$ cat config.mk
export PLATFORM = sky130hd
export DESIGN_NAME = branch_checkpoint_allocator_flat
export DESIGN_NICKNAME = d
export VERILOG_FILES = /design/src/rtl/branch_checkpoint_allocator_if.sv /design/src/rtl/branch_checkpoint_allocator.sv /design/src/flat_wrapper.sv
export SDC_FILE = /design/constraint.sdc
export NUM_CORES = 1
export LEC_CHECK = 0
export BUFFER_PORTS_ARGS = -buffer_cell sky130_fd_sc_hd__buf_2
export CAP_MARGIN = 40
export CORE_UTILIZATION = 49
export DETAILED_ROUTE_END_ITERATION = 7
export PLACE_DENSITY = 0.77
export SLEW_MARGIN = 15
export SYNTH_ARGS = -nofsm -noshare
export SYNTH_HDL_FRONTEND = slang
export SYNTH_SLANG_ARGS = --single-unit
$ cat constraint.sdc
create_clock -name clk -period 3.23 [get_ports clk]
set_input_delay 0 -clock clk [delete_from_list [all_inputs] [get_ports clk]]
set_output_delay 0 -clock clk [all_outputs]
set_load 0.02 [all_outputs]
$ cat src/rtl/branch_checkpoint_allocator_if.sv
// Decode-side handshake for branch checkpoint allocation and commit.
// Master is decode/commit; slave is the allocator.
interface branch_checkpoint_allocator_if #(
  parameter int TAG_W = 2
);
  logic             alloc_valid;
  logic             alloc_ready;
  logic [TAG_W-1:0] alloc_tag;
  logic             commit_valid;
  logic             bco_valid;

  modport master (
    output alloc_valid,
    output commit_valid,
    output bco_valid,
    input  alloc_ready,
    input  alloc_tag
  );

  modport slave (
    input  alloc_valid,
    input  commit_valid,
    input  bco_valid,
    output alloc_ready,
    output alloc_tag
  );
endinterface

$ cat src/rtl/branch_checkpoint_allocator.sv
// In-order branch checkpoint tag ring with commit, BCO and snoop recovery.
// CHECKPOINT_ALLOC_BYPASS_EN: a full ring may regrant the tag committed that cycle.
module branch_checkpoint_allocator #(
  parameter int TAG_W = 2
) (
  input  logic                    clk,
  input  logic                    reset,
  input  logic                    snoop_hit,
  branch_checkpoint_allocator_if.slave alloc_if,
  output logic                    cp_wea,
  output logic [TAG_W-1:0]        cp_addra,
  output logic                    cp_web,
  output logic [TAG_W-1:0]        cp_addrb,
  output logic                    cp_wec,
  output logic [TAG_W-1:0]        cp_addrc,
  output logic [(1<<TAG_W)-1:0]   cp_busy,
  output logic [TAG_W:0]          cp_count,
  output logic                    err_underflow
);
  localparam int DEPTH = 1 << TAG_W;
  localparam int CW    = TAG_W + 1;

  logic [TAG_W-1:0] head, tail, head_n, tail_n;
  logic [CW-1:0]    count, count_n;
  logic [DEPTH-1:0] busy, busy_n;
  logic             err;

  logic empty, full;
  logic commit_ok, bco_ok, grant, ready, underflow;

  assign empty = (count == '0);
  assign full  = (count == CW'(DEPTH));

  assign commit_ok = alloc_if.commit_valid & ~alloc_if.bco_valid
                   & ~snoop_hit & ~empty;
  assign bco_ok    = alloc_if.bco_valid & ~snoop_hit & ~empty;
  assign underflow = (alloc_if.commit_valid | alloc_if.bco_valid)
                   & ~snoop_hit & empty;

`ifdef CHECKPOINT_ALLOC_BYPASS_EN
  // A full ring reuses the head slot being retired this cycle.
  assign ready = ~snoop_hit & ~alloc_if.bco_valid
               & (~full | commit_ok);
`else
  assign ready = ~full & ~snoop_hit & ~alloc_if.bco_valid;
`endif

  assign grant = alloc_if.alloc_valid & ready;

  assign alloc_if.alloc_ready = ready;
  assign alloc_if.alloc_tag   = tail;

  assign cp_wea   = grant;
  assign cp_addra = tail;
  assign cp_web   = bco_ok & ~reset;
  assign cp_addrb = head;
  assign cp_wec   = commit_ok & ~reset;
  assign cp_addrc = head;

  assign cp_busy       = busy;
  assign cp_count      = count;
  assign err_underflow = err;

  always_comb begin
    head_n  = head;
    tail_n  = tail;
    count_n = count;
    busy_n  = busy;
    unique case (1'b1)
      snoop_hit: begin
        tail_n  = head;
        busy_n  = '0;
        count_n = '0;
      end
      bco_ok: begin
        head_n  = head + 1'b1;
        tail_n  = head + 1'b1;
        busy_n  = '0;
        count_n = '0;
      end
      default: begin
        if (commit_ok) begin
          busy_n[head] = 1'b0;
          head_n       = head + 1'b1;
        end
        // Set after clear so a bypass regrant leaves the entry valid.
        if (grant) begin
          busy_n[tail] = 1'b1;
          tail_n       = tail + 1'b1;
        end
        count_n = count + CW'(grant) - CW'(commit_ok);
      end
    endcase
  end

  always_ff @(posedge clk) begin
    if (reset) begin
      head  <= '0;
      tail  <= '0;
      count <= '0;
      busy  <= '0;
      err   <= 1'b0;
    end else begin
      head  <= head_n;
      tail  <= tail_n;
      count <= count_n;
      busy  <= busy_n;
      err   <= err | underflow;
    end
  end
endmodule

$ cat src/flat_wrapper.sv
// flat-port wrapper written by rule: the top's interface ports become plain ports
module branch_checkpoint_allocator_flat 
#(
  parameter int TAG_W = 2
)
  (clk, reset, snoop_hit, cp_wea, cp_addra, cp_web, cp_addrb, cp_wec, cp_addrc, cp_busy, cp_count, err_underflow, alloc_if_alloc_valid, alloc_if_commit_valid, alloc_if_bco_valid, alloc_if_alloc_ready, alloc_if_alloc_tag);
  branch_checkpoint_allocator_if #(.TAG_W(TAG_W)) alloc_if_i ();
  input  logic clk;
  input  logic reset;
  input  logic snoop_hit;
  output logic cp_wea;
  output logic [TAG_W-1:0] cp_addra;
  output logic cp_web;
  output logic [TAG_W-1:0] cp_addrb;
  output logic cp_wec;
  output logic [TAG_W-1:0] cp_addrc;
  output logic [(1<<TAG_W)-1:0] cp_busy;
  output logic [TAG_W:0] cp_count;
  output logic err_underflow;
  input wire logic [$bits(alloc_if_i.alloc_valid)-1:0] alloc_if_alloc_valid;
  input wire logic [$bits(alloc_if_i.commit_valid)-1:0] alloc_if_commit_valid;
  input wire logic [$bits(alloc_if_i.bco_valid)-1:0] alloc_if_bco_valid;
  output wire logic [$bits(alloc_if_i.alloc_ready)-1:0] alloc_if_alloc_ready;
  output wire logic [$bits(alloc_if_i.alloc_tag)-1:0] alloc_if_alloc_tag;
  assign alloc_if_i.alloc_valid = alloc_if_alloc_valid;
  assign alloc_if_i.commit_valid = alloc_if_commit_valid;
  assign alloc_if_i.bco_valid = alloc_if_bco_valid;
  assign alloc_if_alloc_ready = alloc_if_i.alloc_ready;
  assign alloc_if_alloc_tag = alloc_if_i.alloc_tag;
  branch_checkpoint_allocator #(.TAG_W(TAG_W)) u_core (.clk(clk), .reset(reset), .snoop_hit(snoop_hit), .alloc_if(alloc_if_i), .cp_wea(cp_wea), .cp_addra(cp_addra), .cp_web(cp_web), .cp_addrb(cp_addrb), .cp_wec(cp_wec), .cp_addrc(cp_addrc), .cp_busy(cp_busy), .cp_count(cp_count), .err_underflow(err_underflow));
endmodule
==> results of run 1 <==
## power breakdown
part | leakage (nW) | total [mW] | internal (mW) | switching (mW)
sequential | 0.0974 | 0.156 | 0.152 | 0.00443
combinational | 0.333 | 0.0550 | 0.0206 | 0.0344
clock | 0.0210 | 0.123 | 0.0685 | 0.0546
## worst paths after layout
path                            from                           end  slack [ns]  depth (start not counted)
setup / recovery  u_core.cp_count[2]            u_core.cp_count[2]        0.64                         11
hold reg to reg    u_core.cp_busy[3]             u_core.cp_busy[3]        0.47                          2
setup reg to reg  u_core.cp_count[2]            u_core.cp_count[2]        0.64                         11
hold / removal    alloc_if_bco_valid  u_core.alloc_if.alloc_tag[0]        0.12                          3
## registers in the layout, indices dropped and copies added (netlist names)
signal and count:
u_core.cp_addrb 2, u_core.cp_busy 4, u_core.alloc_if.alloc_tag 2, u_core.err_underflow 1
u_core.cp_count 3
## synthesized netlist by cell type (4+ instances only)
cell type and n:
inv_1 14, clkbuf_1 5, buf_4 4, ha_1 10
a21oi_1 7, dfxtp_1 12, nor3_1 4, nand3_1 6
nor2_1 4, o41ai_1 4
## worst max-delay path, delay by kind of cell (launching register included)
| kind | cells | cell delay, ns |
|---|---|---|
| xor gates and xnor gates | 1 | 0.16 |
| and+or+nand+nor | 4 | 1.06 |
| buffers and inverters | 3 | 0.16 |
| adders and majority gates | 3 | 0.72 |
| DFF | 1 | 0.43 |
## kinds of logic after synthesis
family	count (synthesis)
adders and majority gates	11
AOI/OAI and AO/OA	21
xor gates and xnor gates	1
DFF	12
buffers and inverters	25
and+or+nand+nor	29
## metal layers
metal  GRT usage [%]  vias to the layer above  routed length, µm
li1                -                      382                  -
met1            27.3                      360                836
met2            38.8                       35                908
met3            2.92                        4                106
met4            8.75                        0                 24
met5               0                        -                  0
## placed cells by master, fill, tap and decap left out, types with 2 or more instances in the layout
| cell | instances |
|---|---|
| nor3_1 | 4 |
| buf_2 | 25 |
| nor3b_1 | 2 |
| and2_2 | 2 |
| dfxtp_1 | 12 |
| nor4b_1 | 2 |
| inv_1 | 14 |
| a21oi_1 | 7 |
| o21ai_0 | 2 |
| o41ai_1 | 4 |
| nor2_1 | 4 |
| ha_1 | 10 |
| clkbuf_4 | 3 |
| nand3_1 | 6 |
| nor2b_1 | 2 |
| a2111oi_0 | 2 |
## final cells by class
type                            instances  area share (%)
Clock buffer                            4            3.74
Inverter                               14            5.41
Timing Repair Buffer                   27            14.7
Sequential cell                        12            24.7
Multi-Input combinational cell         62            49.4
Tap cell                               16            2.06
## through the flow
stage | util (%) | cell area [µm²] | hold slack [ns]
2_1_floorplan | - | 837 | 0.270
3_3_place_gp | 59.3 | 925 | 0.274
3_5_place_dp | 59.3 | 925 | 0.270
4_1_cts | 62.3 | 971 | 0.122
5_1_grt | 62.3 | 971 | 0.160
6_report | 62.3 | 971 | 0.122
==> flow_summary.ini, run 1 <==
[grt]
grt_start_max_net_pins = 20
grt_first_pass_wirelength_um = 3200
track_usage_pct = 22.1
grt_overflow = 0
grt_pass1_vias = 743
antenna_found_initial = 0

[sta]
worst_clock_skew_ns = 0.00738
worst_pin_slew_ns = 0.577
final-max-slew-violation-count = 0
finalHoldViolations = 0
finalWorstSetupSlack_ns = 0.635
rsz0062_at_grt = no
final.setup.tns_ns = 0
setup_viol = 0
clock.fmax_mhz = 385
relSlewSlack_pct = 61.4
fin_crit_sh_pct = 80.3
period_needed_ns = 2.59

[clock_network]
clock_sinks = 12
hold_buffers = 1
cts-root-buf = clkbuf_4
cts_resized = 0
cts_tree = yes
insertion_delay_ns = 0.28
clk_pin_slew_ns = 0.09
cts_buffers = 3
htreeDepth = 1
post-cts-setup-buffer-count = 0
cts_buffer_depth = 2

[drt]
wl_per_cell_um = 13.9
detail_route.iter0.violations = 29
vias = 781
wirelength_um = 1880
drc = 7
drt_first_pass_iters = 6
avgViaCountPerCell = 5.79
postRouteAntennaNets = 0

[logic_synthesis]
synthCells = 99
ys_ff_latch = 12
ys_warn_count = 0
synth-xor-area-share_pct = 1.05
syn_avg_cell_area_um2 = 8.46
synth_fa_ha_area_share_pct = 17.3
synthMuxAreaShare_pct = 0
synth_top_area_share_pct = 28.7
yosys.area.top_type = dfxtp_1
synth.cell_area_um2 = 837
synth-edff-count = 0
yosys.area_share.simple_pct = 20.3
asyncSetResetFlopFracSynth_pct = 0
synth_fp_nets = 116
synth_compound_area_share_pct = 18.5
netlist_top_cells_area = dfxtp_1, ha_1, inv_1
synth_top_family_by_area = simple AND/OR/NAND/NOR gates
synth_flop_cell = dfxtp_1
ys_types = 33
seq_area_frac_synth_pct = 28.7

[cells_and_area]
fillers = 143
area_delta_synth_final_pct = 16.0
multi_input_area_um2 = 479
drive_above_1_share_pct = 30.3
instances_no_fill = 135
antenna_cells = 0
seqCellArea_um2 = 240
finalNetCount = 137

[floorplan]
core_mm2 = 0.00156
die_x_um = 43.3
initial_core_util_pct = 53.7
dieArea_mm2 = 0.00188
num_rows = 14
top_level_ports = 26
die_h_um = 43.3

[worst_hold_path]
hold_class = in -> reg

[critical_path]
cp_max_fo = 10
path_class = reg -> reg
critPathArrivalTime_ns = 2.79
startpoint_type = register
slowest_delay_ns = 0.51
critPathSlowestCell = or3b_1
endpoint_kind = register
worstPathCellList = or3b_1 -> and2_2 -> inv_1 -> ha_1 -> inv_1 -> ha_1 -> inv_1 -> fa_1 -> xor2_1 -> and2_2 -> nor3_1
required_ns = 3.42
cp_common_cell = inv_1

[placed_design]
place_inst = 130
io_buffers = 25
dp_hpwl_um = 1390
gp_congestion = 0.812
dpl_worst_slack_ns = 0.633

[status]
violations = design-rule violations
status = finished with violations

[power_and_ir_drop]
power_uw = 334
power_density_mw_per_mm2 = 344
max-vdd-ir-drop_v = 0.000232
p_leak_nw = 0.451

[job]
drv_cap = 0
Note: power is estimated with default switching activity, not from simulation.
==> inputs of run 2 (changes only) <==
==> constraint.sdc (replaced) <==
create_clock -name clk -period 2.6 [get_ports clk]
set_input_delay 0 -clock clk [delete_from_list [all_inputs] [get_ports clk]]
set_output_delay 0 -clock clk [all_outputs]
set_load 0.02 [all_outputs]
==> flow_summary.ini, run 2 (synthesis gave the netlist of run 1 again) <==
[status]
status = finished with violations
violations = design-rule violations

[floorplan]
initial_core_util_pct = 53.7
dieArea_mm2 = 0.00188
die_x_um = 43.3
core_mm2 = 0.00156
die_h_um = 43.3
num_rows = 14
top_level_ports = 26

[drt]
wl_met2_um = 821
met1_length_um = 827
detail_route.iter0.violations = 24
drt_first_pass_iters = 6
top_layer = met4
met3_length_um = 107
postRouteAntennaNets = 0
wirelength_um = 1780
drc = 4
vias = 761
avgViaCountPerCell = 5.60
wl_per_cell_um = 13.1

[clock_network]
post-cts-setup-buffer-count = 0
insertion_delay_ns = 0.27
htreeDepth = 1
cts_tree = yes
cts_buffer_depth = 2
cts_buffers = 3
clk_pin_slew_ns = 0.07
cts-root-buf = clkbuf_4
clock_sinks = 12

[critical_path]
reg2reg_from = u_core.cp_count[1]
critPathArrivalTime_ns = 2.57
cp_max_fo = 7
ff2ff_path_depth = 11
worstReg2RegEnd = u_core.cp_count[2]
path_class = reg -> reg
required_ns = 2.79
startpoint_type = register
ff2ff_setup_slack_ns = 0.22
endpoint_kind = register

[sta]
relSlewSlack_pct = 69.3
setup_viol = 0
final.setup.tns_ns = 0
worst_pin_slew_ns = 0.448
clock.fmax_mhz = 420
worst_clock_skew_ns = 0.00742
final-max-slew-violation-count = 0
rsz0062_at_grt = no
finalWorstSetupSlack_ns = 0.219
finalHoldViolations = 0
fin_crit_sh_pct = 91.6
period_needed_ns = 2.38

[cells_and_area]
fin_util_pct = 62.4
fillers = 154
antenna_cells = 0
design_area_um2 = 973
finalNetCount = 139
area_delta_synth_final_pct = 16.3
final_common_cell = buf_2
largest_reg_flops = 4
final_cell_mix = buf_2, inv_1, dfxtp_1
drive_above_1_share_pct = 31.7

[placed_design]
io_buffers = 25
dpl-instance-area_um2 = 941
dp_hpwl_um = 1330
dpl_worst_slack_ns = 0.209
gp_congestion = 0.869

[worst_hold_path]
hold_depth = 3
hp-start = alloc_if_bco_valid
hold_class = in -> reg
hold_end = u_core.alloc_if.alloc_tag[0]

[power_and_ir_drop]
max-vdd-ir-drop_v = 0.000279
power_density_mw_per_mm2 = 384
power_uw = 374
p_leak_nw = 0.454

[job]
drv_cap = 0

[grt]
grt_first_pass_wirelength_um = 2970
grt_start_max_net_pins = 20
track_usage_pct = 21.5
grt_overflow = 0
antenna_found_initial = 0
grt_pass1_vias = 703
-- run 2: cell types whose count changed in the layout (fill, tap and decap cells not counted) --
cell      before  now
buf_4          1    3
clkbuf_8       1    0
dfxtp_2        0    1
dfxtp_1       12   11
-- run 2: what timing repair did --
item,CTS,global route
hold endpoints to repair,4,0
gates resized for setup,0,0
hold buffers,1,0
-- run 2: per-stage QoR --
| step | std cells | hold WS [ns] |
|---|---|---|
| finish | 136 | 0.129 |
| global route | 136 | 0.150 |
| CTS | 136 | 0.122 |
| detailed placement | 132 | 0.278 |
| global placement | 132 | 0.273 |
| floorplan | 99 | 0.270 |
-- run 2: where the power goes --
| group | leakage (nW) | switching, mW | internal, mW |
|---|---|---|---|
| Sequential | 0.0980 | 0.00567 | 0.189 |
| Combinational | 0.342 | 0.0418 | 0.0260 |
| Clock | 0.0138 | 0.0585 | 0.0536 |
| Total | 0.454 | 0.106 | 0.268 |
-- run 2: layout make-up --
type,instances,area [µm²],area share (%)
clock buffers,3,22.5,2.31
inverters,14,52.6,5.40
multi-input cells,62,479,49.2
flip-flops and latches,12,241,24.8
well taps,16,20.0,2.06
repair buffers,29,158,16.2
-- run 2: worst max-delay path by stage --
stage                            start            endpoint  cells after the start
floorplan           u_core.cp_count[1]  u_core.cp_count[2]                     12
global placement    u_core.cp_count[1]  u_core.cp_count[2]                     11
detailed placement  u_core.cp_count[1]  u_core.cp_count[2]                     11
CTS                 u_core.cp_count[1]  u_core.cp_count[2]                     11
global route        u_core.cp_count[1]  u_core.cp_count[2]                     11
finish              u_core.cp_count[1]  u_core.cp_count[2]                     11
-- run 2: worst max-delay path, stage by stage, from the launching register on --
cell and delay [ns]:
dfxtp_1 0.38, or3b_1 0.41, and2_2 0.19, inv_1 0.05, ha_1 0.22, inv_1 0.05
ha_1 0.13, inv_1 0.04, fa_1 0.36, xor2_1 0.16, and2_2 0.20, nor3_1 0.11
-- run 2: per-layer routing --
metal	vias up	global-route usage, %
li1	383	-
met2	29	34.5
met1	347	26.1
met5	-	0
met3	2	7.08
met4	0	10.0
==> inputs of run 3 (changes only) <==
==> constraint.sdc (replaced) <==
create_clock -name clk -period 2.6 [get_ports clk]
set_input_delay 0.39 -clock clk [delete_from_list [all_inputs] [get_ports clk]]
set_output_delay 0.39 -clock clk [all_outputs]
set_load 0.02 [all_outputs]
==> flow_summary.ini, run 3 (synthesis gave the netlist of run 1 again) <==
[status]
status = finished with violations
violations = design-rule violations

[sta]
setup_viol = 0
rsz0062_at_grt = no
clock.fmax_mhz = 418
period_needed_ns = 2.39
worst_pin_slew_ns = 0.395
worst_clock_skew_ns = 0.00232
fin_crit_sh_pct = 92.1
finalHoldViolations = 0
relSlewSlack_pct = 73.0
final-max-slew-violation-count = 0
finalWorstSetupSlack_ns = 0.205
final.setup.tns_ns = 0

[power_and_ir_drop]
netSwitchingFraction_pct = 28.3
p_clk_share_pct = 36.9
power_uw = 420
p_switching_uw = 119
cell_internal_pwr_uw = 301
power_density_mw_per_mm2 = 418
p_leak_nw = 0.474
combPwrFrac_pct = 16.8
p_seq_share_pct = 46.2
max-vdd-ir-drop_v = 0.000325

[placed_design]
io_buffers = 25
dpl_worst_slack_ns = 0.191
gp_congestion = 0.862
dpl-instance-area_um2 = 968
dp_hpwl_um = 1460

[floorplan]
die_x_um = 43.3
num_rows = 14
top_level_ports = 26
die_h_um = 43.3
initial_core_util_pct = 53.7
core_mm2 = 0.00156
dieArea_mm2 = 0.00188

[clock_network]
insertion_delay_ns = 0.28
htreeDepth = 1
cts_buffers = 3
post-cts-setup-buffer-count = 0
clk_pin_slew_ns = 0.08
cts_tree = yes
cts_resized = 0
clock_sinks = 12
cts_buffer_depth = 2
hold_buffers = 0
cts-root-buf = clkbuf_4

[drt]
drc = 2
postRouteAntennaNets = 0
drt_first_pass_iters = 6
avgViaCountPerCell = 5.86
vias = 815
wl_per_cell_um = 14.6
wirelength_um = 2030
detail_route.iter0.violations = 29

[cells_and_area]
antenna_cells = 0
finalNetCount = 141
fillers = 134
area_delta_synth_final_pct = 20.0
final_common_cell = buf_2
drive_above_1_share_pct = 35.0
largest_reg_flops = 4
design_area_mm2 = 0.00100
final_cell_mix = buf_2, inv_1, dfxtp_1

[critical_path]
required_ns = 2.81
critPathSlowestCell = dfxtp_2
cp_common_cell = inv_1
path_class = reg -> reg
slowest_delay_ns = 0.39
path_buf_inv = 3
critPathArrivalTime_ns = 2.60
startpoint_type = register
endpoint_kind = register
cp_top_family = simple AND/OR/NAND/NOR gates
cp_max_fo = 7
worstPathCellList = or3b_1 -> and2_2 -> inv_1 -> ha_1 -> inv_1 -> ha_1 -> inv_1 -> fa_1 -> xor2_1 -> and2_2 -> nor3_1

[grt]
antenna_found_initial = 0
track_usage_pct = 24.3
grt_overflow = 0
grt_pass1_vias = 783
grt_first_pass_wirelength_um = 3400
grt_start_max_net_pins = 19

[worst_hold_path]
hold_class = in -> reg

[job]
drv_cap = 0
## run 3: changes by cell type in the layout (fill, tap and decap cells not counted)
cell,previous run,this run
clkbuf_8,0,1
nor3b_2,0,1
dlygate4sd3_1,1,0
buf_4,3,6
nor3b_1,2,1
## run 3: layout make-up
cell class	instances	area [µm²]	share of cell area [%]
inverters	14	52.6	5.23
repair buffers	31	170	16.9
well taps	16	20.0	1.99
multi-input cells	62	484	48.2
clock buffers	4	36.3	3.61
flip-flops and latches	12	241	24.0
## run 3: metal layers
metal | track usage, % | share of wire [%]
met5 | 0 | 0
met4 | 12.5 | 2.1
met3 | 4.17 | 3.8
met2 | 39.7 | 49
met1 | 30.8 | 45
## run 3: worst paths after layout
check                           from                 end  slack (ns)  cells past startpoint
setup / recovery  u_core.cp_count[2]  u_core.cp_count[2]        0.21                     11
hold / removal                 reset  u_core.cp_addrb[0]        0.38                      2
setup reg to reg  u_core.cp_count[2]  u_core.cp_count[2]        0.21                     11
hold reg to reg    u_core.cp_busy[0]   u_core.cp_busy[0]        0.47                      2
## run 3: power by group through the flow
stage	registers [mW]	logic (mW)	clock network (mW)
final	0.194	0.0708	0.155
after detailed placement	0.199	0.0694	0
after global placement	0.198	0.0679	0
after global routing	0.195	0.0778	0.164
after CTS	0.194	0.0706	0.156
after floorplan	0.204	0.0443	0
## run 3: metrics by stage
stage	utilization [%]	hold slack, ns	cells
after global routing	64.4	0.389	139
after global placement	62.1	0.446	135
after detailed placement	62.1	0.453	135
final	64.4	0.376	139
after floorplan	-	0.542	99
after CTS	64.4	0.372	139
